<file path="src/rtl/mem_port_if.sv">
// Request/response bundle between the core's fetch and load/store ports, the arbiter and the shared memory.
// master: core requesters plus the memory's read-data return. slave: the arbiter.
interface mem_port_if #(
  parameter int ADDR_W = 32,
  parameter int DATA_W = 32
);
  logic              if_req;
  logic [ADDR_W-1:0] if_addr;
  logic              if_gnt;
  logic              if_rvalid;
  logic [DATA_W-1:0] if_rdata;

  logic              d_req;
  logic              d_wen;
  logic [ADDR_W-1:0] d_addr;
  logic [DATA_W-1:0] d_wdata;
  logic              d_gnt;
  logic              d_rvalid;
  logic [DATA_W-1:0] d_rdata;

  logic              mem_req;
  logic              mem_wen;
  logic [ADDR_W-1:0] mem_addr;
  logic [DATA_W-1:0] mem_wdata;
  logic [DATA_W-1:0] mem_rdata;

  modport master (
    output if_req, if_addr, d_req, d_wen, d_addr, d_wdata, mem_rdata,
    input  if_gnt, if_rvalid, if_rdata, d_gnt, d_rvalid, d_rdata,
    input  mem_req, mem_wen, mem_addr, mem_wdata
  );

  modport slave (
    input  if_req, if_addr, d_req, d_wen, d_addr, d_wdata, mem_rdata,
    output if_gnt, if_rvalid, if_rdata, d_gnt, d_rvalid, d_rdata,
    output mem_req, mem_wen, mem_addr, mem_wdata
  );
endinterface

</file>
<file path="src/rtl/mem_port_arbiter.sv">
// Arbitrates the fetch (IF) and load/store (D) ports onto one fixed-latency single-port memory.
// Optional macro ARB_PERF_CNT_EN adds grant/conflict performance counters.
module mem_port_arbiter #(
  parameter int ADDR_W     = 32,
  parameter int DATA_W     = 32,
  parameter int MEM_LAT    = 2,
  parameter int STARVE_MAX = 4
) (
  input  logic        i_clk,
  input  logic        i_rst,
  mem_port_if.slave   bus
`ifdef ARB_PERF_CNT_EN
  ,
  output logic [31:0] o_perf_if_gnts,
  output logic [31:0] o_perf_d_gnts,
  output logic [31:0] o_perf_conflicts
`endif
);

  typedef enum logic [1:0] {IDLE, BUSY_I, BUSY_D} state_t;

  localparam logic [3:0] LAT_LOAD  = 4'(MEM_LAT - 1);
  localparam logic [7:0] STARVE_TH = 8'(STARVE_MAX);

  state_t      r_state;
  logic [3:0]  r_lat_cnt;
  logic [7:0]  r_starve_cnt;

  logic              w_done;
  logic              w_can_issue;
  logic              w_if_wins;
  logic              w_if_gnt;
  logic              w_d_gnt;
  logic              w_if_done;
  logic              w_d_done;
  logic [ADDR_W-1:0] w_mem_addr;
  logic [DATA_W-1:0] w_mem_wdata;

  // The completion cycle doubles as an issue slot so reads can run back-to-back.
  assign w_done      = (r_state != IDLE) && (r_lat_cnt == 4'd0);
  assign w_can_issue = !i_rst && ((r_state == IDLE) || w_done);
  assign w_if_wins   = bus.if_req && (!bus.d_req || (r_starve_cnt >= STARVE_TH));
  assign w_if_gnt    = w_can_issue && w_if_wins;
  assign w_d_gnt     = w_can_issue && bus.d_req && !w_if_wins;
  assign w_if_done   = !i_rst && w_done && (r_state == BUSY_I);
  assign w_d_done    = !i_rst && w_done && (r_state == BUSY_D);

  assign w_mem_addr  = w_if_gnt ? bus.if_addr : (w_d_gnt ? bus.d_addr : '0);
  assign w_mem_wdata = w_d_gnt ? bus.d_wdata : '0;

  assign bus.if_gnt    = w_if_gnt;
  assign bus.d_gnt     = w_d_gnt;
  assign bus.mem_req   = w_if_gnt || w_d_gnt;
  assign bus.mem_wen   = w_d_gnt && bus.d_wen;
  assign bus.mem_addr  = w_mem_addr;
  assign bus.mem_wdata = w_mem_wdata;
  assign bus.if_rvalid = w_if_done;
  assign bus.if_rdata  = w_if_done ? bus.mem_rdata : '0;
  assign bus.d_rvalid  = w_d_done;
  assign bus.d_rdata   = w_d_done ? bus.mem_rdata : '0;

  always_ff @(posedge i_clk or posedge i_rst) begin
    if (i_rst) begin
      r_state      <= IDLE;
      r_lat_cnt    <= '0;
      r_starve_cnt <= '0;
    end else begin
      if (w_if_gnt) begin
        r_state   <= BUSY_I;
        r_lat_cnt <= LAT_LOAD;
      end else if (w_d_gnt && !bus.d_wen) begin
        r_state   <= BUSY_D;
        r_lat_cnt <= LAT_LOAD;
      end else if (w_d_gnt || w_done) begin
        // Stores commit at issue and free the port after one cycle.
        r_state <= IDLE;
      end else if (r_state != IDLE) begin
        r_lat_cnt <= r_lat_cnt - 4'd1;
      end

      if (w_if_gnt) begin
        r_starve_cnt <= '0;
      end else if (bus.if_req && (r_starve_cnt != 8'hFF)) begin
        r_starve_cnt <= r_starve_cnt + 8'd1;
      end
    end
  end

`ifdef ARB_PERF_CNT_EN
  always_ff @(posedge i_clk or posedge i_rst) begin
    if (i_rst) begin
      o_perf_if_gnts   <= '0;
      o_perf_d_gnts    <= '0;
      o_perf_conflicts <= '0;
    end else begin
      if (w_if_gnt) o_perf_if_gnts <= o_perf_if_gnts + 32'd1;
      if (w_d_gnt)  o_perf_d_gnts  <= o_perf_d_gnts + 32'd1;
      if (bus.if_req && bus.d_req && (w_if_gnt || w_d_gnt))
        o_perf_conflicts <= o_perf_conflicts + 32'd1;
    end
  end
`endif

endmodule

</file>
<file path="src/flat_wrapper.sv">
// flat-port wrapper written by rule: the top's interface ports become plain ports
module mem_port_arbiter_flat 
#(
  parameter int ADDR_W     = 32,
  parameter int DATA_W     = 32,
  parameter int MEM_LAT    = 2,
  parameter int STARVE_MAX = 4
)
  (i_clk, i_rst, bus_if_req, bus_if_addr, bus_d_req, bus_d_wen, bus_d_addr, bus_d_wdata, bus_mem_rdata, bus_if_gnt, bus_if_rvalid, bus_if_rdata, bus_d_gnt, bus_d_rvalid, bus_d_rdata, bus_mem_req, bus_mem_wen, bus_mem_addr, bus_mem_wdata);
  mem_port_if #(.ADDR_W(ADDR_W), .DATA_W(DATA_W)) bus_i ();
  input  logic i_clk;
  input  logic i_rst;
  input wire logic [$bits(bus_i.if_req)-1:0] bus_if_req;
  input wire logic [$bits(bus_i.if_addr)-1:0] bus_if_addr;
  input wire logic [$bits(bus_i.d_req)-1:0] bus_d_req;
  input wire logic [$bits(bus_i.d_wen)-1:0] bus_d_wen;
  input wire logic [$bits(bus_i.d_addr)-1:0] bus_d_addr;
  input wire logic [$bits(bus_i.d_wdata)-1:0] bus_d_wdata;
  input wire logic [$bits(bus_i.mem_rdata)-1:0] bus_mem_rdata;
  output wire logic [$bits(bus_i.if_gnt)-1:0] bus_if_gnt;
  output wire logic [$bits(bus_i.if_rvalid)-1:0] bus_if_rvalid;
  output wire logic [$bits(bus_i.if_rdata)-1:0] bus_if_rdata;
  output wire logic [$bits(bus_i.d_gnt)-1:0] bus_d_gnt;
  output wire logic [$bits(bus_i.d_rvalid)-1:0] bus_d_rvalid;
  output wire logic [$bits(bus_i.d_rdata)-1:0] bus_d_rdata;
  output wire logic [$bits(bus_i.mem_req)-1:0] bus_mem_req;
  output wire logic [$bits(bus_i.mem_wen)-1:0] bus_mem_wen;
  output wire logic [$bits(bus_i.mem_addr)-1:0] bus_mem_addr;
  output wire logic [$bits(bus_i.mem_wdata)-1:0] bus_mem_wdata;
  assign bus_i.if_req = bus_if_req;
  assign bus_i.if_addr = bus_if_addr;
  assign bus_i.d_req = bus_d_req;
  assign bus_i.d_wen = bus_d_wen;
  assign bus_i.d_addr = bus_d_addr;
  assign bus_i.d_wdata = bus_d_wdata;
  assign bus_i.mem_rdata = bus_mem_rdata;
  assign bus_if_gnt = bus_i.if_gnt;
  assign bus_if_rvalid = bus_i.if_rvalid;
  assign bus_if_rdata = bus_i.if_rdata;
  assign bus_d_gnt = bus_i.d_gnt;
  assign bus_d_rvalid = bus_i.d_rvalid;
  assign bus_d_rdata = bus_i.d_rdata;
  assign bus_mem_req = bus_i.mem_req;
  assign bus_mem_wen = bus_i.mem_wen;
  assign bus_mem_addr = bus_i.mem_addr;
  assign bus_mem_wdata = bus_i.mem_wdata;
  mem_port_arbiter #(.ADDR_W(ADDR_W), .DATA_W(DATA_W), .MEM_LAT(MEM_LAT), .STARVE_MAX(STARVE_MAX)) u_core (.i_clk(i_clk), .i_rst(i_rst), .bus(bus_i));
endmodule
</file>
<file path="config.mk">
export PLATFORM = sky130hd
export DESIGN_NAME = mem_port_arbiter_flat
export DESIGN_NICKNAME = d
export VERILOG_FILES = /design/src/rtl/mem_port_if.sv /design/src/rtl/mem_port_arbiter.sv /design/src/flat_wrapper.sv
export SDC_FILE = /design/constraint.sdc
export NUM_CORES = 1
export LEC_CHECK = 0
export ABC_AREA = 1
export CAP_MARGIN = 20
export CORE_AREA = 2 2 103 105
export CTS_BUF_LIST = sky130_fd_sc_hd__clkbuf_16
export DETAILED_ROUTE_END_ITERATION = 6
export DIE_AREA = 0 0 105 107
export PLACE_DENSITY = 0.75
export SYNTH_ARGS = -nofsm -noshare
export SYNTH_HDL_FRONTEND = slang
export SYNTH_SLANG_ARGS = --single-unit
</file>
<file path="constraint.sdc">
create_clock -name i_clk -period 3 [get_ports i_clk]
set_input_delay 0.9 -clock i_clk [delete_from_list [all_inputs] [get_ports i_clk]]
set_output_delay 0.9 -clock i_clk [all_outputs]
set_load 0.03 [all_outputs]
</file>
== Yosys cells after proc, flatten, opt, wreduce, memory -nomap -nowiden ==
Cells that the tools add are included.

* Register bits: 14
* Latch bits: 0
* Bits in writable memories: 0
* Memory bits (read-only): 0
* Output and inout port bits: 134
* Logic and storage cells: 51
* Memories kept: 0

* Add/subtract/negate cells: 2
* Multiply operators: 0
* Divide/modulo/power cells: 0
* $lt $le $gt $ge: 1
* Equality and inequality tests: 4
* Shifts and indexed selects: 0
* Muxes and demuxes: 14
* Bitwise logic cells: 0
* Reductions and logical operators: 27

{| class="wikitable"
|+ Operators with widths
! kind !! number
|-
| 32-bit two-way mux || 5
|-
| 4-bit two-way mux || 4
|-
| 8-bit two-way mux || 2
|-
| 1-bit logical AND || 12
|-
| 8-bit by 1-bit adder with 8-bit output (second input constant) || 1
|-
| 8-bit by 3-bit greater-or-equal comparator with 1-bit output (second input constant) || 1
|-
| 8-bit != test (second input constant) || 1
|-
| 2-bit two-way mux || 3
|-
| 3-bit nonzero test || 2
|-
| 1-bit zero test || 4
|-
| 4-bit zero test || 1
|-
| 1-bit logical OR || 4
|-
| 2-bit nonzero test || 2
|-
| 4-bit by 1-bit subtractor with 4-bit output (second input constant) || 1
|-
| 3-bit by 1-bit != test with 1-bit output (second input constant) || 1
|-
| 2-bit by 1-bit == test with 1-bit output (second input constant) || 1
|-
| 2-bit == test (second input constant) || 1
|-
| 2-bit zero test || 1
|-
| 2-bit AND reduction || 1
|}

== Depth between registers and ports, before layout ==
Gate-level depths: netlist of run 1.

* Word-level depth: 10
* Mapped depth: 11
* Gate-level depth less buffers: 11

== Worst setup path after synthesis of run 1 ==
Ideal clock, no wire load.

* Path type: input to output
* Start: in i_rst
* End: out bus_mem_wdata[22]
* Arrival: 2.220 ns
* Setup slack: -0.120 ns
* Stages on the path: 6
* Buffers on the path: 1
* Cell sequence: inv_1 -> nand2_2 -> nor2_4 -> nand2_4 -> buf_2 -> nor2_1

* Longest elaborated chain between the ends: 5

{| class="wikitable"
|+ RTL lines
! element !! line !! source
|-
| from (decl) || flat_wrapper.sv:12 || <nowiki>input logic i_rst;</nowiki>
|-
| 1-bit zero test || mem_port_arbiter.sv:41 || <nowiki>assign w_can_issue = !i_rst && ((r_state == IDLE) || w_done);</nowiki>
|-
| 1-bit logical AND || mem_port_arbiter.sv:41 ||
|-
| 1-bit logical AND (2 in series) || mem_port_arbiter.sv:44 || <nowiki>assign w_d_gnt = w_can_issue && bus.d_req && !w_if_wins;</nowiki>
|-
| 32-bit two-way mux || mem_port_arbiter.sv:49 || <nowiki>assign w_mem_wdata = w_d_gnt ? bus.d_wdata : '0;</nowiki>
|-
| to (decl) || flat_wrapper.sv:29 || <nowiki>output wire logic [$bits(bus_i.mem_wdata)-1:0] bus_mem_wdata;</nowiki>
|}

Every way passes these cells.

== Final worst setup path of run 1 ==
* Start: in i_rst
* End: out bus_mem_addr[3]

* Longest elaborated chain between the ends: 6
* Elaborated cells on any way between the ends: 7
* Those cells by class: mux: 2; reduce/logical: 5

{| class="wikitable"
|+ RTL lines
! element !! line !! source
|-
| 1-bit zero test (*) || mem_port_arbiter.sv:41 ||
|-
| 1-bit logical AND (*) || mem_port_arbiter.sv:41 ||
|-
| 1-bit logical AND (2 in series) || mem_port_arbiter.sv:44 ||
|-
| 32-bit two-way mux || mem_port_arbiter.sv:48 || <nowiki>assign w_mem_addr = w_if_gnt ? bus.if_addr : (w_d_gnt ? bus.d_addr : '0);</nowiki>
|-
| 32-bit two-way mux (*) || mem_port_arbiter.sv:48 ||
|-
| to (decl) || flat_wrapper.sv:28 || <nowiki>output wire logic [$bits(bus_i.mem_addr)-1:0] bus_mem_addr;</nowiki>
|}

Every way passes the cells marked *; elsewhere a longest branch is shown, timed or not.

==> results of run 1 <==
==> power breakdown <==
group          total [uW]  internal (uW)  switching [uW]
Combinational        1800            795            1000
Clock                 250            176            73.9
Sequential            314            257            57.5
Total                2360           1230            1140
==> cell families (layout without fill, tap and decap cells) <==
group / count (synthesis) / after routing / synth area share
AOI/OAI and AO/OA: 6 / 6 / 0.01723
xor gates and xnor gates: 7 / 7 / 0.03127
adders and majority gates: 3 / 3 / 0.01915
buffers and inverters: 102 / 384 / 0.2163
DFF: 14 / 14 / 0.1787
and+or+nand+nor: 266 / 267 / 0.5373
==> worst reg2reg max path, delay by kind of cell, from the launching register on <==
kind / cells / cell delay [ns]
AND/OR/NAND/NOR: 7 / 0.53
adder cells (fa/ha/maj): 1 / 0.13
flip-flops: 1 / 0.39
buffers and inverters: 4 / 0.52
==> worst max-delay path by stage <==
stage / slack [ns] / depth (start not counted) / from / to
after floorplan: 0.04 / 7 / bus_d_req / bus_mem_wdata[22]
after global placement: -0.51 / 9 / bus_d_req / bus_mem_addr[15]
after detailed placement: -0.54 / 9 / bus_d_req / bus_mem_addr[12]
after CTS: 0.002 / 14 / u_core.r_lat_cnt[1]$_DFFE_PP0P_ / bus_mem_addr[8]
after global routing: -0.007 / 9 / i_rst / bus_mem_addr[9]
final: 0.06 / 9 / i_rst / bus_mem_addr[3]
==> cell usage in the layout (no fill, tap or decap) <==
cell             Yosys  layout
buf_6                3      24
buf_8                0       1
nor2_4               2       4
nand3_1             11       9
buf_4                0     125
clkinv_1             0       1
nand2_2              2      15
o21ai_4              0       1
nand3_2              0       2
nor2_2               0       3
nor3_1               1       1
inv_1               83      79
clkbuf_2             0       1
xor2_1               6       6
dfrtp_1             14      14
ha_1                 3       2
ha_4                 0       1
clkdlybuf4s50_1      0     129
inv_2                2       4
clkinv_8             0       1
xnor2_1              1       1
or2_2                1       1
nand4_1              4       4
nand2_8              0       1
nand2_1            128     104
clkbuf_16            0       5
nor2_1             116     112
buf_12               0      12
clkinvlp_4           0       1
inv_4                1       1
nand2_4              1      11
o21ai_0              5       5
==> flip-flops by register name (all words and copies together) (netlist names) <==
name,count
u_core.r_state,2
u_core.r_starve_cnt,8
u_core.r_lat_cnt,4
==> layer usage <==
layer / up-vias / track usage
li1: 1691 / -
met1: 1483 / 0.1768
met2: 136 / 0.3391
met3: 4 / 0.03526
met4: 0 / 0.01429
met5: - / 0
==> cell type report <==
| cell class | count | area [um^2] |
|---|---|---|
| multi-input cells | 283 | 1366 |
| repair buffers | 294 | 2810 |
| fillers | 978 | 4975 |
| clock buffers | 3 | 75.07 |
| flip-flops and latches | 14 | 350.3 |
| inverters | 86 | 341.6 |
| well taps | 136 | 170.2 |
| clock inverters | 1 | 3.754 |
==> repair_timing <==
action,4_1_cts,5_1_grt
setup endpoints to repair,132,70
cloned,3,2
pin swaps,11,21
gates resized for setup,49,44
setup buffers,15,0
==> per-stage QoR <==
step                hold WS [ns]  area, um^2  setup TNS (ns)    util  total power [uW]
floorplan                 0.4990        1964               0       -              1177
global placement          0.5217        4573          -30.64  0.4531              1756
detailed placement        0.5319        4573          -32.75  0.4531              1784
CTS                       0.5439        5007               0  0.4962              2304
global route              0.6003        5117        -0.02326  0.5071              2530
finish                    0.5482        5117               0  0.5071              2364
==> out/qor.txt, run 1 <==
worst hold stages = 2
Worst R2R Path Depth = 12
HP Class = reg2reg
setup ws final = 0.05662 ns
CTS tree = yes
Metal-1 WL = 3853 um
number of remaining DRC errors = 0
Max VDD drop = 0.3577 mV
initial antenna violation count = 0
Synth async-reset ratio = 1.000
iteration count of the initial detailed-routing pass = 4
total vias in the final route = 3,314
final setup violation count = 0
grt ovf = 0
CP arrival = 2.04 ns
GRT Total Usage = 0.1651
fin cells = 817
Die Height = 107 um
CTS max path bufs = 2
Worst-Skew Late Latency = 0.24 ns
delay-heaviest family, CP = buffers and inverters
Initial DRC Count = 228
Avg WL per Cell = 12.84 um
required time worst endpoint = 2.10 ns
Syn Area/Cell = 4.926 um^2
r2r setup slk = 1.32 ns
PwrDens = 461.9 nW/um^2
Synth area leaders = nand2_1 25%, nor2_1 22%, dfrtp_1 18%
Max Fclk = 339.7 MHz
Final Hold Fails = 0
vias in the first global route = 3,221
Seq/Total Area, Yosys = 0.1787
Tcrit/Tclk final = 0.9811
cells after synthesis = 398
count leader, synth = nand2_1
critical path fanouts, max = 8
clk slew on worst S/H paths = 0.04 ns
die width = 105 um
layout cells sized above 1 = 0.3142
Ant. Diodes = 0
CTS root buffer = clkbuf_16
Synth top area share = 0.2451
core region area = 10,090 um^2
CP Launch Type = input port
Synth cell types = 20
IO Port Bufs = 266
Die ar. = 11,240 um^2
metal3 WL = 730 um
post-synth net total = 534
most frequent cells after synthesis = 128 x nand2_1, 116 x nor2_1, 83 x inv_1
WHS Endpoint = u_core.r_starve_cnt[7]$_DFFE_PP0P_
Crit-path slowest cell = clkbuf_16
Top FF cell, synth = dfrtp_1
I/O Pins = 267
worst slew pin tran = 0.2240 ns
number of synthesis warnings = 0
worst r2r src = u_core.r_lat_cnt[0]$_DFFE_PP0P_
HPWL after DPL = 8189 um
worst-path cell chain = buf_4 > clkinvlp_4 > nand2_4 > buf_4 > nor2_4 > clkbuf_16 > nand2_4 > nand2_2 > buf_6
row count = 37
final net count = 818
first-pass GRT wire length = 15,310 um
Synth area leader = nand2_1
Syn-to-layout area delta = 161.0%
Place WS = -0.5424 ns
routability congestion estimate = 0.8013
maxcap violations = 0
H-tree levels = 1
fin. max-slew vios = 0
Post-Syn Area = 1961 um^2
Max-Slew Margin vs Limit = 0.8503
minimum clock period = 2.943 ns
clock skew = 0.001298 ns
status = finished, final reports clean
Setup CP Type = in2out
Hold Buf Count CTS = 0
Starting Density = 0.1943
CTS Buf Count = 3
Critical path buffers and inverters = 5
Hold Startpoint = u_core.r_starve_cnt[7]$_DFFE_PP0P_
Post-synth EDFFs = 0
CTS sink cnt = 14
drt via density = 4.056
routed wire length = 10,490 um
Leak = 0.002917 uW
largest net degree at the start of global routing = 34
top sig layer = met4
WL met2 = 5869 um
CP peak stage delay = 0.24 ns
cell total after placement = 797
FF+latch count, synth = 14
Crit. End Element = primary output
Routed Antenna Nets = 0
R2R Path End = u_core.r_starve_cnt[4]$_DFFE_PP0P_
Note: power is estimated with default switching activity, not from simulation.
==> run 2: changes to the inputs <==
--- a/config.mk
+++ b/config.mk
@@ -7,11 +7,12 @@
 export LEC_CHECK = 0
 export ABC_AREA = 1
 export CAP_MARGIN = 20
-export CORE_AREA = 2 2 103 105
+export CORE_AREA = 2 2 104 106
 export CTS_BUF_LIST = sky130_fd_sc_hd__clkbuf_16
 export DETAILED_ROUTE_END_ITERATION = 6
-export DIE_AREA = 0 0 105 107
-export PLACE_DENSITY = 0.75
+export DIE_AREA = 0 0 106 108
+export DONT_BUFFER_PORTS = 1
+export PLACE_DENSITY = 0.41
 export SYNTH_ARGS = -nofsm -noshare
 export SYNTH_HDL_FRONTEND = slang
 export SYNTH_SLANG_ARGS = --single-unit
==> out/qor.txt, run 2 (synthesized netlist as in run 1, its figures left out) <==
maxcap violations = 0
row count = 37
Tcrit/Tclk final = 0.9793
CTS tree = yes
CP Launch Type = input port
delay-heaviest family, CP = buffers and inverters
largest net degree at the start of global routing = 37
Final Cell Area = 3596 um^2
HP Class = reg2reg
HPWL after DPL = 6863 um
core region area = 10,230 um^2
fillers = 1,104
RSZ-0062 raised after global routing = yes
first-pass GRT wire length = 11,830 um
net switching power figure = 1021 uW
Starting Density = 0.1916
clk slew on worst S/H paths = 0.05 ns
commonest non-fill, non-tap cell in the layout = nand2_1
Avg WL per Cell = 12.56 um
Leak = 0.002221 uW
Ant. Diodes = 0
minimum clock period = 2.938 ns
Clock Power Share = 0.125
iteration count of the initial detailed-routing pass = 4
GRT Total Usage = 0.1246
initial antenna violation count = 0
Largest regs = u_core.r_starve_cnt: 8 flops, u_core.r_lat_cnt: 4 flops, u_core.r_state: 2 flops
Crit. End Element = primary output
switching part of the total = 0.4925
Syn-to-layout area delta = 83.41%
Largest Register = u_core.r_starve_cnt
grt ovf = 0
die width = 106 um
number of remaining DRC errors = 0
Critical path buffers and inverters = 4
clock skew = 0.0004841 ns
status = finished, final reports clean
Initial DRC Count = 178
Power Total = 2072 uW
drt via density = 4.101
Max Fclk = 340.4 MHz
Routed Antenna Nets = 0
DP Area = 3427 um^2
CTS root buffer = clkbuf_16
IO Port Bufs = 0
worst slew pin tran = 0.3239 ns
part of the power in registers = 0.151
Hold Buf Count CTS = 0
required time worst endpoint = 2.10 ns
worst-path cell chain = inv_1 > nor2_1 > nand2_1 > o21ai_2 > buf_4 > nand2_4 > buf_12 > nor2_1 > buf_4
Setup CP Type = in2out
combinational share of power = 0.724
Worst-Skew Late Latency = 0.24 ns
CTS max path bufs = 2
most frequent cells in the layout = 118 x nand2_1, 113 x nor2_1, 108 x buf_4, 82 x inv_1, 29 x buf_12
final setup violation count = 0
Final Hold Fails = 0
routability congestion estimate = 0.7678
Internal = 1052 uW
layout cells sized above 1 = 0.3175
Max-Slew Margin vs Limit = 0.7841
fin. max-slew vios = 0
CP arrival = 2.04 ns
Max VDD drop = 0.2899 mV
CP peak stage delay = 0.18 ns
critical path fanouts, max = 36
final net count = 663
H-tree levels = 1
total vias in the final route = 2,715
Die ar. = 11,450 um^2
max FFs per register = 8
CTS Buf Count = 3
Crit-path slowest cell = o21ai_2
PwrDens = 576.2 nW/um^2
CTS sink cnt = 14
I/O Pins = 267
vias in the first global route = 2,412
routed wire length = 8312 um
Die Height = 108 um
run 2: changes by cell type in the layout (fill, tap and decap cells not counted), sizes merged:
cell / change
clkdlybuf4s50: -129
buf: -23
clkbuf: -2
nor2: -1
run 2: tightest hold or removal path, cell delays in order (launching register included):
cell	delay, ns
dfrtp_1	0.36
xor2_1	0.08
nand3_1	0.07
run 2: final cells by class:
type / count / area [um^2] / area share
clock buffers: 3 / 75.07 / 0.02088
clock inverters: 1 / 3.754 / 0.001044
inverters: 86 / 339.1 / 0.09429
multi-input cells: 282 / 1219 / 0.3389
flip-flops and latches: 14 / 350.3 / 0.09743
well taps: 136 / 170.2 / 0.04732
repair buffers: 140 / 1439 / 0.4001
run 2: final timing paths:
check | from | to | slack [ns] | depth (start not counted)
min in group asynchronous | i_rst | u_core.r_state[1]$_DFFE_PP0P_ | 0.57 | 2
hold reg to reg | u_core.r_lat_cnt[0]$_DFFE_PP0P_ | u_core.r_lat_cnt[0]$_DFFE_PP0P_ | 0.55 | 2
max in group asynchronous | i_rst | u_core.r_starve_cnt[6]$_DFFE_PP0P_ | 2.25 | 2
hold / removal | u_core.r_lat_cnt[0]$_DFFE_PP0P_ | u_core.r_lat_cnt[0]$_DFFE_PP0P_ | 0.55 | 2
setup / recovery | bus_d_req | bus_mem_wdata[18] | 0.06 | 9
setup reg to reg | u_core.r_lat_cnt[0]$_DFFE_PP0P_ | u_core.r_starve_cnt[7]$_DFFE_PP0P_ | 1.13 | 12
run 2: stage by stage:
step / setup TNS [ns] / utilization / hold slack (ns) / cells / setup WS (ns)
after CTS: 0 / 0.3429 / 0.5427 / 659 / 0.02879
final: 0 / 0.3515 / 0.5473 / 662 / 0.06197
after global placement: 0 / 0.3350 / 0.5213 / 655 / 0.06593
after global routing: -0.2582 / 0.3515 / 0.5688 / 662 / -0.04087
after detailed placement: 0 / 0.3350 / 0.5251 / 655 / 0.03344
after floorplan: 0 / - / 0.4990 / 398 / 0.04023
run 2: metal layers:
metal	up-vias	share of wire	GRT usage
li1	1378	-	-
met1	1211	0.39	0.1495
met2	120	0.53	0.2309
met3	6	0.071	0.02592
met4	0	0.012	0.02350
met5	-	0	0
run 2: what timing repair did:
action / in CTS / in global routing
cloned: 0 / 1
pin swaps: 0 / 1
setup buffers: 0 / 2
setup endpoints to repair: 17 / 39
resized for setup: 1 / 17
run 2: power groups by stage:
stage / clock [uW] / sequential (uW) / combinational [uW]
4_1_cts: 268 / 314 / 1470
3_3_place_gp: 0 / 312 / 1450
6_report: 258 / 313 / 1500
5_1_grt: 274 / 322 / 1620
3_5_place_dp: 0 / 315 / 1460
2_1_floorplan: 0 / 302 / 875
